## config.mk

```make
export PLATFORM = sky130hd
export DESIGN_NAME = imm_ext_pipe_flat
export DESIGN_NICKNAME = d
export VERILOG_FILES = /design/src/rtl/imm_ext_pipe_pkg.sv /design/src/rtl/imm_ext_pipe_if.sv /design/src/rtl/imm_ext_pipe_skid_buf2.sv /design/src/rtl/imm_ext_pipe.sv /design/src/flat_wrapper.sv
export SDC_FILE = /design/constraint.sdc
export NUM_CORES = 1
export LEC_CHECK = 0
export CAP_MARGIN = 20
export CELL_PAD_IN_SITES_DETAIL_PLACEMENT = 0
export CELL_PAD_IN_SITES_GLOBAL_PLACEMENT = 1
export CORE_MARGIN = 2
export CORE_UTILIZATION = 38
export CTS_BUF_LIST = sky130_fd_sc_hd__clkbuf_2 sky130_fd_sc_hd__clkbuf_4 sky130_fd_sc_hd__clkbuf_8
export DETAILED_ROUTE_END_ITERATION = 12
export GPL_ROUTABILITY_DRIVEN = 0
export PLACE_DENSITY = 0.83
export SYNTH_ARGS = -nofsm -noshare
export SYNTH_HDL_FRONTEND = slang
export SYNTH_SLANG_ARGS = --single-unit
```

## constraint.sdc

```tcl
create_clock -name clk -period 2.3 [get_ports clk]
set_input_delay 0.46 -clock clk [delete_from_list [all_inputs] [get_ports clk]]
set_output_delay 0.46 -clock clk [all_outputs]
set_load 0.05 [all_outputs]
```

## src/rtl/imm_ext_pipe_pkg.sv

```systemverilog
// Shared definitions for the immediate-extension pipe: mode encodings and the
// width-generic extension function used by the top-level mux.
package imm_ext_pkg;

  // Widest OUT_W the extension function supports.
  localparam int EXT_MAX_W = 64;

  typedef enum logic [1:0] {
    EXT_SIGN  = 2'd0,
    EXT_ZERO  = 2'd1,
    EXT_UPPER = 2'd2,
    EXT_RSVD  = 2'd3
  } ext_mode_e;

  typedef logic [EXT_MAX_W-1:0] ext_word_t;

  // Extends the low in_w bits of imm according to mode. The caller truncates the
  // result to out_w bits. Widths are elaboration constants at every call site,
  // so the masks and shifts fold to wiring.
  function automatic ext_word_t ext_by_mode(input ext_word_t imm,
                                            input int        in_w,
                                            input int        out_w,
                                            input ext_mode_e mode);
    ext_word_t lo_mask;
    ext_word_t imm_lo;
    ext_word_t res;
    logic      sign;
    lo_mask = ~({EXT_MAX_W{1'b1}} << in_w);
    imm_lo  = imm & lo_mask;
    sign    = |(imm_lo & (ext_word_t'(1) << (in_w - 1)));
    case (mode)
      EXT_SIGN:  res = sign ? (imm_lo | ~lo_mask) : imm_lo;
      EXT_ZERO:  res = imm_lo;
      EXT_UPPER: res = imm_lo << (out_w - in_w);
      default:   res = '0;
    endcase
    return res;
  endfunction

endpackage

```

## src/rtl/imm_ext_pipe_if.sv

```systemverilog
// Producer/consumer handshake bundle of imm_ext_pipe. The design side uses the
// slave modport; whoever drives immediates and drains results uses master.
interface imm_ext_pipe_if #(
  parameter int IN_W  = 16,
  parameter int OUT_W = 32
);
  logic             in_valid;
  logic             in_ready;
  logic [IN_W-1:0]  in_imm;
  logic [1:0]       in_mode;
  logic             out_valid;
  logic             out_ready;
  logic [OUT_W-1:0] out_data;
  logic             out_err;
  logic [1:0]       out_count;

  modport master (
    output in_valid, in_imm, in_mode, out_ready,
    input  in_ready, out_valid, out_data, out_err, out_count
  );

  modport slave (
    input  in_valid, in_imm, in_mode, out_ready,
    output in_ready, out_valid, out_data, out_err, out_count
  );
endinterface

```

## src/rtl/imm_ext_pipe_skid_buf2.sv

```systemverilog
// Two-entry circular valid/ready buffer. Readiness and validity depend only on
// the registered occupancy, so there is no combinational out_ready -> in_ready
// path. Entry storage is not reset; the output is masked while empty.
module ext_skid_buf2 #(
  parameter int W = 33
) (
  input  logic         clk,
  input  logic         rst_n,
  input  logic         in_valid_i,
  output logic         in_ready_o,
  input  logic [W-1:0] in_data_i,
  output logic         out_valid_o,
  input  logic         out_ready_i,
  output logic [W-1:0] out_data_o,
  output logic [1:0]   out_count_o
);

  logic         wr_ptr_q, wr_ptr_d;
  logic         rd_ptr_q, rd_ptr_d;
  logic [1:0]   count_q, count_d;
  logic [W-1:0] mem_q [2];
  logic         push, pop;

  assign in_ready_o  = (count_q != 2'd2);
  assign out_valid_o = (count_q != 2'd0);
  assign push        = in_valid_i && in_ready_o;
  assign pop         = out_valid_o && out_ready_i;

  // Next pointers and occupancy; push+pop together leaves the count unchanged.
  always_comb begin
    wr_ptr_d = wr_ptr_q;
    rd_ptr_d = rd_ptr_q;
    count_d  = count_q;
    if (push) wr_ptr_d = ~wr_ptr_q;
    if (pop)  rd_ptr_d = ~rd_ptr_q;
    case ({push, pop})
      2'b10:   count_d = count_q + 2'd1;
      2'b01:   count_d = count_q - 2'd1;
      default: count_d = count_q;
    endcase
  end

  // Control state; reset empties the buffer and drops out_valid immediately.
  always_ff @(posedge clk or negedge rst_n) begin
    if (!rst_n) begin
      wr_ptr_q <= 1'b0;
      rd_ptr_q <= 1'b0;
      count_q  <= 2'd0;
    end else begin
      wr_ptr_q <= wr_ptr_d;
      rd_ptr_q <= rd_ptr_d;
      count_q  <= count_d;
    end
  end

  // Entry storage, written only on push and otherwise holding its value.
  always_ff @(posedge clk) begin
    if (push) mem_q[wr_ptr_q] <= in_data_i;
  end

  assign out_data_o  = out_valid_o ? mem_q[rd_ptr_q] : '0;
  assign out_count_o = count_q;

endmodule

```

## src/rtl/imm_ext_pipe.sv

```systemverilog
// Pipelined immediate-extension unit: widens IN_W-bit immediates to OUT_W bits
// (sign, zero, or upper placement) and queues {err, data} in a 2-entry buffer.
// Build option: define IMM_EXT_UPPER_EN to enable mode 2 (upper placement);
// without it, mode 2 is treated like the reserved mode (data 0, err 1).
module imm_ext_pipe
  import imm_ext_pkg::*;
#(
  parameter int IN_W  = 16,
  parameter int OUT_W = 32
) (
  input logic            clk,
  input logic            rst_n,
  imm_ext_pipe_if.slave  bus
);

  ext_word_t      imm_w;
  ext_word_t      ext_full;
  logic           ext_err;
  ext_mode_e      mode;
  logic [OUT_W:0] buf_in;
  logic [OUT_W:0] buf_out;

  assign imm_w = ext_word_t'(bus.in_imm);
  assign mode  = ext_mode_e'(bus.in_mode);

  // Extension mux; any mode not built in yields zero data with err set.
  always_comb begin
    ext_full = '0;
    ext_err  = 1'b0;
    case (mode)
      EXT_SIGN:  ext_full = ext_by_mode(imm_w, IN_W, OUT_W, EXT_SIGN);
      EXT_ZERO:  ext_full = ext_by_mode(imm_w, IN_W, OUT_W, EXT_ZERO);
`ifdef IMM_EXT_UPPER_EN
      EXT_UPPER: ext_full = ext_by_mode(imm_w, IN_W, OUT_W, EXT_UPPER);
`endif
      default: begin
        ext_full = '0;
        ext_err  = 1'b1;
      end
    endcase
  end

  // Bits above OUT_W are never stored.
  if (OUT_W < EXT_MAX_W) begin : g_hi
    logic unused_hi;
    assign unused_hi = ^ext_full[EXT_MAX_W-1:OUT_W];
  end

  assign buf_in = {ext_err, ext_full[OUT_W-1:0]};

  ext_skid_buf2 #(.W(OUT_W + 1)) u_buf (
    .clk         (clk),
    .rst_n       (rst_n),
    .in_valid_i  (bus.in_valid),
    .in_ready_o  (bus.in_ready),
    .in_data_i   (buf_in),
    .out_valid_o (bus.out_valid),
    .out_ready_i (bus.out_ready),
    .out_data_o  (buf_out),
    .out_count_o (bus.out_count)
  );

  assign bus.out_data = buf_out[OUT_W-1:0];
  assign bus.out_err  = buf_out[OUT_W];

endmodule

```

## src/flat_wrapper.sv

```systemverilog
// flat-port wrapper written by rule: the top's interface ports become plain ports
module imm_ext_pipe_flat import imm_ext_pkg::*;
#(
  parameter int IN_W  = 16,
  parameter int OUT_W = 32
)
  (clk, rst_n, bus_in_valid, bus_in_imm, bus_in_mode, bus_out_ready, bus_in_ready, bus_out_valid, bus_out_data, bus_out_err, bus_out_count);
  imm_ext_pipe_if #(.IN_W(IN_W), .OUT_W(OUT_W)) bus_i ();
  input logic clk;
  input logic rst_n;
  input wire logic [$bits(bus_i.in_valid)-1:0] bus_in_valid;
  input wire logic [$bits(bus_i.in_imm)-1:0] bus_in_imm;
  input wire logic [$bits(bus_i.in_mode)-1:0] bus_in_mode;
  input wire logic [$bits(bus_i.out_ready)-1:0] bus_out_ready;
  output wire logic [$bits(bus_i.in_ready)-1:0] bus_in_ready;
  output wire logic [$bits(bus_i.out_valid)-1:0] bus_out_valid;
  output wire logic [$bits(bus_i.out_data)-1:0] bus_out_data;
  output wire logic [$bits(bus_i.out_err)-1:0] bus_out_err;
  output wire logic [$bits(bus_i.out_count)-1:0] bus_out_count;
  assign bus_i.in_valid = bus_in_valid;
  assign bus_i.in_imm = bus_in_imm;
  assign bus_i.in_mode = bus_in_mode;
  assign bus_i.out_ready = bus_out_ready;
  assign bus_in_ready = bus_i.in_ready;
  assign bus_out_valid = bus_i.out_valid;
  assign bus_out_data = bus_i.out_data;
  assign bus_out_err = bus_i.out_err;
  assign bus_out_count = bus_i.out_count;
  imm_ext_pipe #(.IN_W(IN_W), .OUT_W(OUT_W)) u_core (.clk(clk), .rst_n(rst_n), .bus(bus_i));
endmodule
```

; Word-level counts from Yosys, hierarchy flattened
; Memories as Yosys holds them, arrays and structs flattened.
; Cells that the tools add are included.
[op_classes]
reduce_logical = 6
n_addsub = 2
n_eq_ne = 4
muxes = 7
bitwise = 2
[op_table]
columns = cell, n
row1 = $pmux 32 s2, 1
row2 = $mux 33, 1
row3 = $mux 32, 1
row4 = $eq 2x1->1 const B, 2
row5 = $pmux 2 s2, 1
row6 = $reduce_bool 2->1, 2
row7 = $mux 1, 3
row8 = $add 2x1->2 const B, 1
row9 = $eq 2x2->1 const B, 1
row10 = $logic_and 1x1->1, 2
row11 = $logic_not 2->1, 1
row12 = $ne 2x2->1 const B, 1
row13 = $not 1->1, 2
row14 = $reduce_or 2->1, 1
row15 = $sub 2x1->2 const B, 1
[totals]
ramBits = 66
output_inout_bits = 37
wordCells = 25
memories = 1
ff_bits = 4
[mem_list]
columns = name, words, width, read_ports, rd_clocked_by_memory_dff, write_ports, line_no
row1 = u_core.u_buf.mem_q, 2, 33, 1, 0, 1, imm_ext_pipe_skid_buf2.sv:21  ; logic [W-1:0] mem_q [2];

; Depth between registers and ports, before layout
; Gate-level depths: netlist of the first run.
[logic_depth]
ltp_word = 4
depth_mapped = 6
depth_no_buf = 6

; Hierarchy
; From an unflattened synthesis of the first run, not the netlist that was laid out.
[unflattened]
hier_cells = 176
area_unflattened_um2 = 2830.2
[by_module_without_submodules]
columns = mod, seq_area_each_um2, cells_per_inst, area_each_um2, instances
row1 = ext_skid_buf2, 2082.0, 157, 2696.3, 1
row2 = imm_ext_pipe, 0.0, 19, 133.9, 1

; Worst setup path after synthesis of the first run
; Ideal clock, no wire load.
[synth_path]
path_type = register to output
startpoint = register u_core.u_buf.count_q[0], in the netlist u_core.u_buf.out_count_o[0]
endpoint = output bus_out_data[17]
path_stages_with_launch = 6
path_buffers = 3
arrival_ns = 2.586
path_slack_ns = -0.746
path_cell_list = dfrtp_1 > nor2_2 > buf_6 > buf_6 > nor2_1 > buf_4
[synth_via]
elab_chain_cells = 2
[synth_lines]
columns = item, line_no
row1 = from (decl), imm_ext_pipe_skid_buf2.sv:20  ; logic [1:0] count_q, count_d;
row2 = from (signal assigned), imm_ext_pipe_skid_buf2.sv:52  ; count_q <= count_d;
row3 = $reduce_bool 2->1, imm_ext_pipe_skid_buf2.sv:25  ; assign out_valid_o = (count_q != 2'd0);
row4 = $mux 33, imm_ext_pipe_skid_buf2.sv:61  ; assign out_data_o = out_valid_o ? mem_q[rd_ptr_q] : '0;
row5 = to (decl), flat_wrapper.sv:17  ; output wire logic [$bits(bus_i.out_data)-1:0] bus_out_data;
; Every way passes these cells.

; Final worst setup path of the first run
[layout_path]
startpoint = register u_core.u_buf.count_q[0], in the netlist u_core.u_buf.out_count_o[0]
endpoint = output bus_in_ready
[layout_via]
elab_chain_cells = 1
[layout_lines]
columns = item, line_no
row1 = $ne 2x2->1, imm_ext_pipe_skid_buf2.sv:24  ; assign in_ready_o = (count_q != 2'd2);
row2 = to (decl), flat_wrapper.sv:15  ; output wire logic [$bits(bus_i.in_ready)-1:0] bus_in_ready;
; Every way passes these cells.

==> impl_metrics.json, run 1 <==
{
  "ctsHoldBuffers": 0,
  "clock_sinks": 40,
  "final_tns_setup_ps": 0,
  "port-buffer-count": 58,
  "worst_ep_required_time_ps": 1840,
  "synth_edf_count": 36,
  "antenna_found_initial": 0,
  "number_of_vias_in_the_routed_layout": 1081,
  "netlist_area_um2": 1820,
  "post-synth-top-count-cell": "sky130_fd_sc_hd__edfxtp_1",
  "synth.top_cells.by_area": "sky130_fd_sc_hd__edfxtp_1, sky130_fd_sc_hd__mux2i_1, sky130_fd_sc_hd__buf_4",
  "post-cts-setup-buffer-count": 0,
  "grt_overflow_total": 0,
  "ctsResizeCount": 0,
  "grt_pass1_wl_um": 5200,
  "overall_die_area_um2": 5360,
  "cp.arrival_ps": 1730,
  "cts.clk_slew.worst_paths_ps": 70,
  "synthesis.instances": 128,
  "drv_slew": 0,
  "finish.net_count": 202,
  "post_synthesis_cell_type_with_the_largest_combined_area": "sky130_fd_sc_hd__edfxtp_1",
  "clkLatencyLatePin_ps": 290,
  "pre_cts_ws_ps": 415,
  "grt.total_usage_pct": 13.5,
  "initial_utilization_pct": 39.0,
  "ctsHtreeMaxLevel": 2,
  "synth-async-reset-ratio_pct": 10.0,
  "relSlewSlack_pct": 66.2,
  "synth_top_area_share_pct": 59.4,
  "timing.final.crit_share_pct": 95.4,
  "setup.reg_to_reg.worst_slack_ps": 600,
  "finalHoldViolCount": 0,
  "post_route_cells_drive_above_1_share_pct": 29.6,
  "synthTopCellsByCount": "sky130_fd_sc_hd__edfxtp_1, sky130_fd_sc_hd__nor2_1, sky130_fd_sc_hd__mux2i_1, sky130_fd_sc_hd__buf_4, sky130_fd_sc_hd__and2b_1",
  "outcome": "finished, final reports clean",
  "post-route-util_pct": 59.8,
  "critPathLaunchType": "flop",
  "antenna_violating_nets_left": 0,
  "violation_count_after_the_first_detailed_routing_iteration": 18,
  "cp_cell_sequence": "nand2b_4 -> clkdlybuf4s50_1",
  "cpLargestDelayFamily": "buffers and inverters",
  "count_of_endpoints_failing_setup_in_the_final_report": 0,
  "r2r.worst_path.cells": 7,
  "clock_tree.root_cell": "sky130_fd_sc_hd__clkbuf_8",
  "detail_route.wirelength.met1_um": 1310,
  "dieHeight_um": 73.2,
  "drt-pass1-iter-count": 4,
  "wl_met3_um": 226,
  "period_needed_ps": 2190,
  "ys_ff_latch": 40,
  "vias_in_the_first_global_route": 1134,
  "portion_of_the_post_synthesis_area_used_by_sequential_elements_pct": 64.9,
  "fmax_mhz": 456,
  "placed_cells_incl_taps": 226,
  "clock_skew_ps": 2.19,
  "diodes": 0,
  "dieWidth_um": 73.2,
  "synthesis.area_per_instance_um2": 14.2,
  "crit_path_max_incr_delay_ps": 800,
  "topRoutingLayerUsed": "met4",
  "post-route-drc-count": 0,
  "critical_path.endpoint_type": "output port",
  "drt-total-wl_um": 3370,
  "worstMarginPinSlew_ps": 505,
  "post-dp-hpwl_um": 2480,
  "timing.hold.worst.class": "in -> async",
  "critical_path.slowest_cell": "sky130_fd_sc_hd__clkdlybuf4s50_1",
  "synth.distinct_cells": 18,
  "crit-reg2reg-launch": "u_core.u_buf.out_count_o[0]",
  "cts-root-to-sink-buffers": 2,
  "grt_start_max_net_pins": 21,
  "core_area_um2": 4660,
  "criticalPathCategory": "reg -> out",
  "fill_cells": 344,
  "maxCapViolations": 0,
  "cp.buffers_inverters": 1,
  "route.met2.wl_um": 1790,
  "synth_nets": 151,
  "ioPinCount": 59,
  "endpoint_of_the_lowest_slack_register_to_register_path": "u_core.u_buf.out_count_o[1]",
  "syn_to_final_growth_pct": 53.2,
  "numCtsBuffers": 5,
  "floorplan.rows": 25,
  "layout_setup_ws_ps": 106,
  "cts_tree": "built",
  "final_non_filler_cell_total": 233,
  "post_drt_via_cell_ratio": 4.64,
  "yosys_warnings": 0,
  "dominantRegCellSynth": "sky130_fd_sc_hd__edfxtp_1",
  "wl_per_cell_um": 14.5,
  "crit_path_max_fanout": 5,
  "rsz0062_at_grt": "false"
}
layer usage:
| metal | vias to the layer above | track usage [%] |
|---|---|---|
| met2 | 46 | 24.1 |
| met1 | 510 | 14.5 |
| li1 | 522 | - |
| met5 | - | 0 |
| met4 | 0 | 4.32 |
| met3 | 3 | 5.52 |
worst max-delay path by stage:
stage	cells past startpoint	to	start	slack (ps)
after floorplan	5	bus_out_data[17]	u_core.u_buf.out_count_o[0]	10
after global placement	2	bus_in_ready	u_core.u_buf.out_count_o[0]	460
after detailed placement	2	bus_in_ready	u_core.u_buf.out_count_o[0]	420
after CTS	2	bus_in_ready	u_core.u_buf.out_count_o[0]	80
after global routing	2	bus_in_ready	u_core.u_buf.out_count_o[0]	50
final	2	bus_in_ready	u_core.u_buf.out_count_o[0]	110
cell families after synthesis:
logic type,share of synthesized area [%]
XOR/XNOR,2.41
AND/OR/NAND/NOR,12.8
multiplexers,9.90
adder cells (fa/ha/maj),0.688
buffers and inverters,9.28
flip-flops,64.9
placed cells by master, fill, tap and decap left out, types with 3 or more instances in the layout:
cell                              netlist  final
sky130_fd_sc_hd__nor2b_1                7      7
sky130_fd_sc_hd__buf_12                 0     34
sky130_fd_sc_hd__edfxtp_1              36     36
sky130_fd_sc_hd__and2b_1               10     10
sky130_fd_sc_hd__xnor2_1                3      3
sky130_fd_sc_hd__buf_4                 15      7
sky130_fd_sc_hd__mux2i_1               18     18
sky130_fd_sc_hd__clkbuf_8               0      5
sky130_fd_sc_hd__clkdlybuf4s50_1        0     24
sky130_fd_sc_hd__dfrtp_1                4      4
sky130_fd_sc_hd__nor2_1                20     18
registers in the layout (all words and copies together), names as in the netlist:
signal and cells:
u_core.u_buf.mem_q 36, u_core.u_buf.out_count_o 2, u_core.u_buf.rd_ptr_q 1, u_core.u_buf.wr_ptr_q 1
worst reg2reg max path: cells and delay by family, from the launching register on:
family / cells / cell delay (ps)
flip-flops: 1 / 450
XOR/XNOR: 2 / 350
AND/OR/NAND/NOR: 3 / 320
buffers and inverters: 1 / 260
adder cells (fa/ha/maj): 1 / 210
per-stage QoR:
stage | hold slack, ps | instance area [µm²]
2_1_floorplan | 164 | 1830
3_3_place_gp | 507 | 2710
3_5_place_dp | 514 | 2710
4_1_cts | 355 | 2790
5_1_grt | 366 | 2790
6_report | 364 | 2790
cell type report:
type | instances | area, µm² | area share [%]
Tap cell | 54 | 67.6 | 2.42
Timing Repair Buffer | 65 | 973 | 34.9
Inverter | 1 | 3.75 | 0.135
Clock buffer | 6 | 76.3 | 2.74
Sequential cell | 40 | 1180 | 42.4
Clock inverter | 1 | 5.00 | 0.180
Multi-Input combinational cell | 66 | 479 | 17.2
Power of run 1 is not shown: default switching activity piles up to over one toggle a cycle in this logic, so the estimate is an artifact.
==> inputs of run 2 (changes only) <==
==> constraint.sdc (replaced) <==
create_clock -name clk -period 2.3 [get_ports clk]
set_input_delay 0.575 -clock clk [delete_from_list [all_inputs] [get_ports clk]]
set_output_delay 0.575 -clock clk [all_outputs]
set_load 0.05 [all_outputs]
==> impl_metrics.json, run 2 (synthesis results as in run 1) <==
{
  "timing.hold.worst.class": "in -> async",
  "cp.arrival_ps": 1660,
  "criticalPathCategory": "reg -> out",
  "numCtsBuffers": 5,
  "cts_tree": "built",
  "setup.reg_to_reg.worst_slack_ps": 570,
  "ctsHtreeMaxLevel": 2,
  "fill_cells": 352,
  "floorplan.rows": 25,
  "cts.clk_slew.worst_paths_ps": 80,
  "outcome": "finished, final reports clean",
  "timing.final.crit_share_pct": 97.4,
  "number_of_vias_in_the_routed_layout": 1098,
  "vias_in_the_first_global_route": 1216,
  "final_tns_setup_ps": 0,
  "cts-root-to-sink-buffers": 2,
  "antenna_found_initial": 0,
  "worstMarginPinSlew_ps": 500,
  "relSlewSlack_pct": 66.6,
  "critical_path.endpoint_type": "output port",
  "drv_slew": 0,
  "maxCapViolations": 0,
  "r2r.worst_path.cells": 6,
  "rsz0062_at_grt": "false",
  "drt-total-wl_um": 3390,
  "overall_die_area_um2": 5360,
  "crit_path_max_fanout": 5,
  "grt.total_usage_pct": 14.1,
  "most-common-layout-cells": "sky130_fd_sc_hd__edfxtp_1, sky130_fd_sc_hd__buf_12, sky130_fd_sc_hd__clkdlybuf4s50_1",
  "largest_register": "u_core.u_buf.mem_q",
  "clock_tree.root_cell": "sky130_fd_sc_hd__clkbuf_8",
  "dieWidth_um": 73.2,
  "critPathLaunchType": "flop",
  "initial_utilization_pct": 39.0,
  "finish.net_count": 203,
  "diodes": 0,
  "largest_register_ffs": 36,
  "post_drt_via_cell_ratio": 4.67,
  "worst_ep_required_time_ps": 1730,
  "post_route_cells_drive_above_1_share_pct": 30.9,
  "syn_to_final_growth_pct": 57.8,
  "count_of_endpoints_failing_setup_in_the_final_report": 0,
  "dieHeight_um": 73.2,
  "core_area_um2": 4660,
  "fmax_mhz": 447,
  "layout_commonest_cell": "sky130_fd_sc_hd__edfxtp_1",
  "period_needed_ps": 2240,
  "clkLatencyLatePin_ps": 280,
  "finalHoldViolCount": 0,
  "grt_overflow_total": 0,
  "violation_count_after_the_first_detailed_routing_iteration": 26,
  "antenna_violating_nets_left": 0,
  "clock_sinks": 40,
  "grt_pass1_wl_um": 5660,
  "wl_per_cell_um": 14.4,
  "port-buffer-count": 58,
  "grt_start_max_net_pins": 20,
  "ioPinCount": 59,
  "post-route-drc-count": 0,
  "post-dp-hpwl_um": 2440,
  "drt-pass1-iter-count": 4,
  "clock_skew_ps": 6.70
}
run 2: cell count changes in the layout (fill, tap and decap cells not counted):
| cell | previous run | this run |
|---|---|---|
| sky130_fd_sc_hd__nor2_2 | 2 | 1 |
| sky130_fd_sc_hd__clkbuf_4 | 1 | 0 |
| sky130_fd_sc_hd__buf_4 | 7 | 8 |
| sky130_fd_sc_hd__clkinv_2 | 1 | 0 |
| sky130_fd_sc_hd__bufinv_16 | 0 | 3 |
| sky130_fd_sc_hd__nor2_1 | 18 | 19 |
| sky130_fd_sc_hd__dfrtp_2 | 0 | 2 |
| sky130_fd_sc_hd__dfrtp_1 | 4 | 2 |
run 2: stage by stage:
| step | cells | hold WS [ps] | worst slack (ps) | cell area, µm² | util [%] |
|---|---|---|---|---|---|
| 3_3_place_gp | 224 | 478 | 247 | 2680 | 57.4 |
| 4_1_cts | 235 | 488 | 43.3 | 2870 | 61.6 |
| 5_1_grt | 235 | 482 | 8.78 | 2870 | 61.6 |
| 3_5_place_dp | 224 | 493 | 199 | 2680 | 57.4 |
| 6_report | 235 | 488 | 60.9 | 2870 | 61.6 |
| 2_1_floorplan | 128 | 279 | 74.3 | 1830 | - |
run 2: area by class of cell:
cell class	instances	area (µm²)	share of cell area (%)
inverters	1	3.75	0.131
well taps	54	67.6	2.35
flip-flops and latches	40	1180	41.2
multi-input cells	66	477	16.6
clock buffers	5	68.8	2.40
repair buffers	66	981	34.2
clock inverters	3	90.1	3.14
run 2: per-layer routing:
metal  up-vias  global-route usage, %  wire [µm]
li1        526                      -          -
met3         2                   4.70        187
met5         -                      0          0
met4         0                   3.70         21
met2        44                   25.5       1840
met1       526                   15.8       1340
run 2: worst max-delay path: stages (launching register included):
cell and delay (ps):
sky130_fd_sc_hd__dfrtp_2 430, sky130_fd_sc_hd__nand2b_4 150, sky130_fd_sc_hd__clkdlybuf4s50_1 790
run 2: what timing repair did:
action	CTS	global route
hold buffers	0	0
buffers inserted	3	0
resized for setup	0	0
endpoints found under the hold margin	0	0
setup endpoints to repair	16	0
run 2: worst paths after layout:
path	endpoint	startpoint
max	bus_in_ready	u_core.u_buf.out_count_o[0]
min	u_core.u_buf.wr_ptr_q	rst_n
max reg2reg	u_core.u_buf.out_count_o[1]	u_core.u_buf.out_count_o[0]
min reg2reg	u_core.u_buf.wr_ptr_q	u_core.u_buf.wr_ptr_q
max in group asynchronous	u_core.u_buf.out_count_o[0]	rst_n
min in group clk	u_core.u_buf.wr_ptr_q	u_core.u_buf.wr_ptr_q
Power of run 2 is left out for the same reason.
==> inputs of run 3 (changes only) <==
--- a/config.mk
+++ b/config.mk
@@ -9,11 +9,12 @@
 export CELL_PAD_IN_SITES_DETAIL_PLACEMENT = 0
 export CELL_PAD_IN_SITES_GLOBAL_PLACEMENT = 1
 export CORE_MARGIN = 2
-export CORE_UTILIZATION = 38
+export CORE_UTILIZATION = 43
 export CTS_BUF_LIST = sky130_fd_sc_hd__clkbuf_2 sky130_fd_sc_hd__clkbuf_4 sky130_fd_sc_hd__clkbuf_8
 export DETAILED_ROUTE_END_ITERATION = 12
 export GPL_ROUTABILITY_DRIVEN = 0
-export PLACE_DENSITY = 0.83
+export PLACE_DENSITY = 0.82
 export SYNTH_ARGS = -nofsm -noshare
 export SYNTH_HDL_FRONTEND = slang
+export SYNTH_HIERARCHICAL = 1
 export SYNTH_SLANG_ARGS = --single-unit
==> impl_metrics.json, run 3 <==
{
  "cp.arrival_ps": 1510,
  "floorplan.rows": 29,
  "crit-reg2reg-launch": "u_core/u_buf/out_count_o[0]",
  "synthTopCellsByCount": "sky130_fd_sc_hd__edfxtp_1, sky130_fd_sc_hd__nor2_1, sky130_fd_sc_hd__mux2i_1, sky130_fd_sc_hd__nor2b_1, sky130_fd_sc_hd__and2b_1",
  "largest_register": "u_core/u_buf/mem_q",
  "synthesis.area_per_instance_um2": 16.1,
  "critPathLaunchType": "flop",
  "dieWidth_um": 85.1,
  "yosys_warnings": 6,
  "cp_cell_sequence": "buf_4 -> mux2i_1 -> nor2_1 -> buf_4",
  "antenna_violating_nets_left": 0,
  "ctsHtreeMaxLevel": 3,
  "vias_in_the_first_global_route": 1523,
  "layout_commonest_cell": "sky130_fd_sc_hd__edfxtp_1",
  "synth.top_cells.by_area": "sky130_fd_sc_hd__edfxtp_1, sky130_fd_sc_hd__mux2i_1, sky130_fd_sc_hd__nor2_1",
  "syn_to_final_growth_pct": 32.6,
  "post_drt_via_cell_ratio": 4.77,
  "diodes": 0,
  "post-dp-hpwl_um": 2960,
  "drv_slew": 0,
  "outcome": "finished, final reports clean",
  "synth.distinct_cells": 20,
  "multi_input_logic_area_um2": 684,
  "worst_hold_slack_ps": 444,
  "cts_tree": "built",
  "cp.buffers_inverters": 2,
  "worstSetupPathDepth": 4,
  "r2r.worst_path.cells": 7,
  "worst_path_most_repeated_cell": "sky130_fd_sc_hd__buf_4",
  "period_needed_ps": 2090,
  "synth_nets": 199,
  "fill_cells": 520,
  "worstMarginPinSlew_ps": 499,
  "post-route-drc-count": 0,
  "overall_die_area_um2": 7250,
  "drt-total-wl_um": 4670,
  "rsz0062_at_grt": "false",
  "dominantRegCellSynth": "sky130_fd_sc_hd__edfxtp_1",
  "finalHoldViolCount": 0,
  "netlist_area_um2": 2830,
  "critical_path.slowest_cell": "sky130_fd_sc_hd__dfrtp_4",
  "violation_count_after_the_first_detailed_routing_iteration": 61,
  "final_non_filler_cell_total": 332,
  "worst_ep_required_time_ps": 1730,
  "setup.reg_to_reg.worst_slack_ps": 570,
  "finish.net_count": 273,
  "fmax_mhz": 479,
  "ys_ff_latch": 70,
  "clock_sinks": 70,
  "number_of_vias_in_the_routed_layout": 1582,
  "grt.total_usage_pct": 13.8,
  "core_area_um2": 6350,
  "timing.final.crit_share_pct": 90.8,
  "ioPinCount": 59,
  "cts.clk_slew.worst_paths_ps": 70,
  "most-common-layout-cells": "sky130_fd_sc_hd__edfxtp_1, sky130_fd_sc_hd__buf_4, sky130_fd_sc_hd__nor2_1",
  "post_route_cells_drive_above_1_share_pct": 28.2,
  "cpLargestDelayFamily": "flip-flops",
  "dieHeight_um": 85.1,
  "sequential_cell_area_um2": 2090,
  "count_of_endpoints_failing_setup_in_the_final_report": 0,
  "endpoint_of_the_lowest_slack_register_to_register_path": "u_core/u_buf/out_count_o[1]",
  "clock_skew_ps": 4.18,
  "timing.hold.worst.class": "in -> async",
  "ctsHoldBuffers": 0,
  "clock_tree.root_cell": "sky130_fd_sc_hd__clkbuf_8",
  "synthesis.instances": 176,
  "cts-root-to-sink-buffers": 2,
  "synth_top_area_share_pct": 70.0,
  "initial_utilization_pct": 44.6,
  "wl_per_cell_um": 14.1,
  "clkLatencyLatePin_ps": 340,
  "crit_path_max_incr_delay_ps": 540,
  "post_synthesis_cell_type_with_the_largest_combined_area": "sky130_fd_sc_hd__edfxtp_1",
  "grt_pass1_wl_um": 7400,
  "synth-async-reset-ratio_pct": 5.71,
  "final_tns_setup_ps": 0,
  "maxCapViolations": 0,
  "placed_cells_incl_taps": 310,
  "post-synth-top-count-cell": "sky130_fd_sc_hd__edfxtp_1",
  "port-buffer-count": 58,
  "largest_register_ffs": 66,
  "grt_overflow_total": 0,
  "relSlewSlack_pct": 66.7,
  "antenna_found_initial": 0,
  "numCtsBuffers": 9,
  "criticalPathCategory": "reg -> out",
  "crit_path_max_fanout": 9,
  "critical_path.endpoint_type": "output port",
  "synth_edf_count": 66,
  "portion_of_the_post_synthesis_area_used_by_sequential_elements_pct": 73.6,
  "grt_start_max_net_pins": 34,
  "drt-pass1-iter-count": 4
}
run 3: cell types whose count changed after synthesis, moves of 3 or more:
cell | previous run | this run
sky130_fd_sc_hd__and2b_1 | 10 | 5
sky130_fd_sc_hd__buf_2 | 0 | 3
sky130_fd_sc_hd__buf_4 | 15 | 1
sky130_fd_sc_hd__edfxtp_1 | 36 | 66
sky130_fd_sc_hd__mux2i_1 | 18 | 33
sky130_fd_sc_hd__nor2_1 | 20 | 35
sky130_fd_sc_hd__nor2b_1 | 7 | 11
run 3: how the worst max path moves through the flow:
stage	startpoint	to
2_1_floorplan	u_core/u_buf/out_count_o[0]	u_core/u_buf/mem_q[0][0]
3_3_place_gp	u_core/u_buf/rd_ptr_q	bus_out_data[2]
3_5_place_dp	u_core/u_buf/rd_ptr_q	bus_out_data[1]
4_1_cts	u_core/u_buf/rd_ptr_q	bus_out_data[1]
5_1_grt	u_core/u_buf/rd_ptr_q	bus_out_data[4]
6_report	u_core/u_buf/rd_ptr_q	bus_out_data[4]
run 3: through the flow:
step	utilization, %	setup WS [ps]	instance area (µm²)
global placement	54.5	342	3460
CTS	58.3	19.1	3700
finish	59.1	212	3750
floorplan	-	28.5	2840
detailed placement	54.5	298	3460
global route	59.1	123	3750
run 3: per-layer routing:
metal | GRT usage [%] | up-vias | share of wire, %
met5 | 0 | - | 0
met2 | 21.4 | 53 | 50
met1 | 16.7 | 747 | 42
met4 | 6.35 | 0 | 1.6
li1 | - | 776 | -
met3 | 5.93 | 6 | 6.9
run 3: logic make-up after synthesis:
| group | Yosys count | share of synthesized area (%) |
|---|---|---|
| DFF | 70 | 73.6 |
| and+or+nand+nor | 57 | 10.1 |
| muxes | 33 | 11.7 |
| buffers and inverters | 10 | 2.65 |
| xor gates and xnor gates | 5 | 1.55 |
| adders and majority gates | 1 | 0.442 |
run 3: final cells by class:
type	count	share of cell area (%)
timing repair buffer	72	17.1
clock buffer	10	3.50
clock inverter	6	2.93
multi-input combinational	96	18.2
tap	77	2.57
inverter	1	0.100
sequential	70	55.6
run 3: what timing repair did:
item                                    in CTS  in global routing
buffers inserted                             0                  6
resized for setup                            1                  2
endpoints found under the setup margin      10                  8
cloned                                       0                  0
Power of run 3 is left out for the same reason.
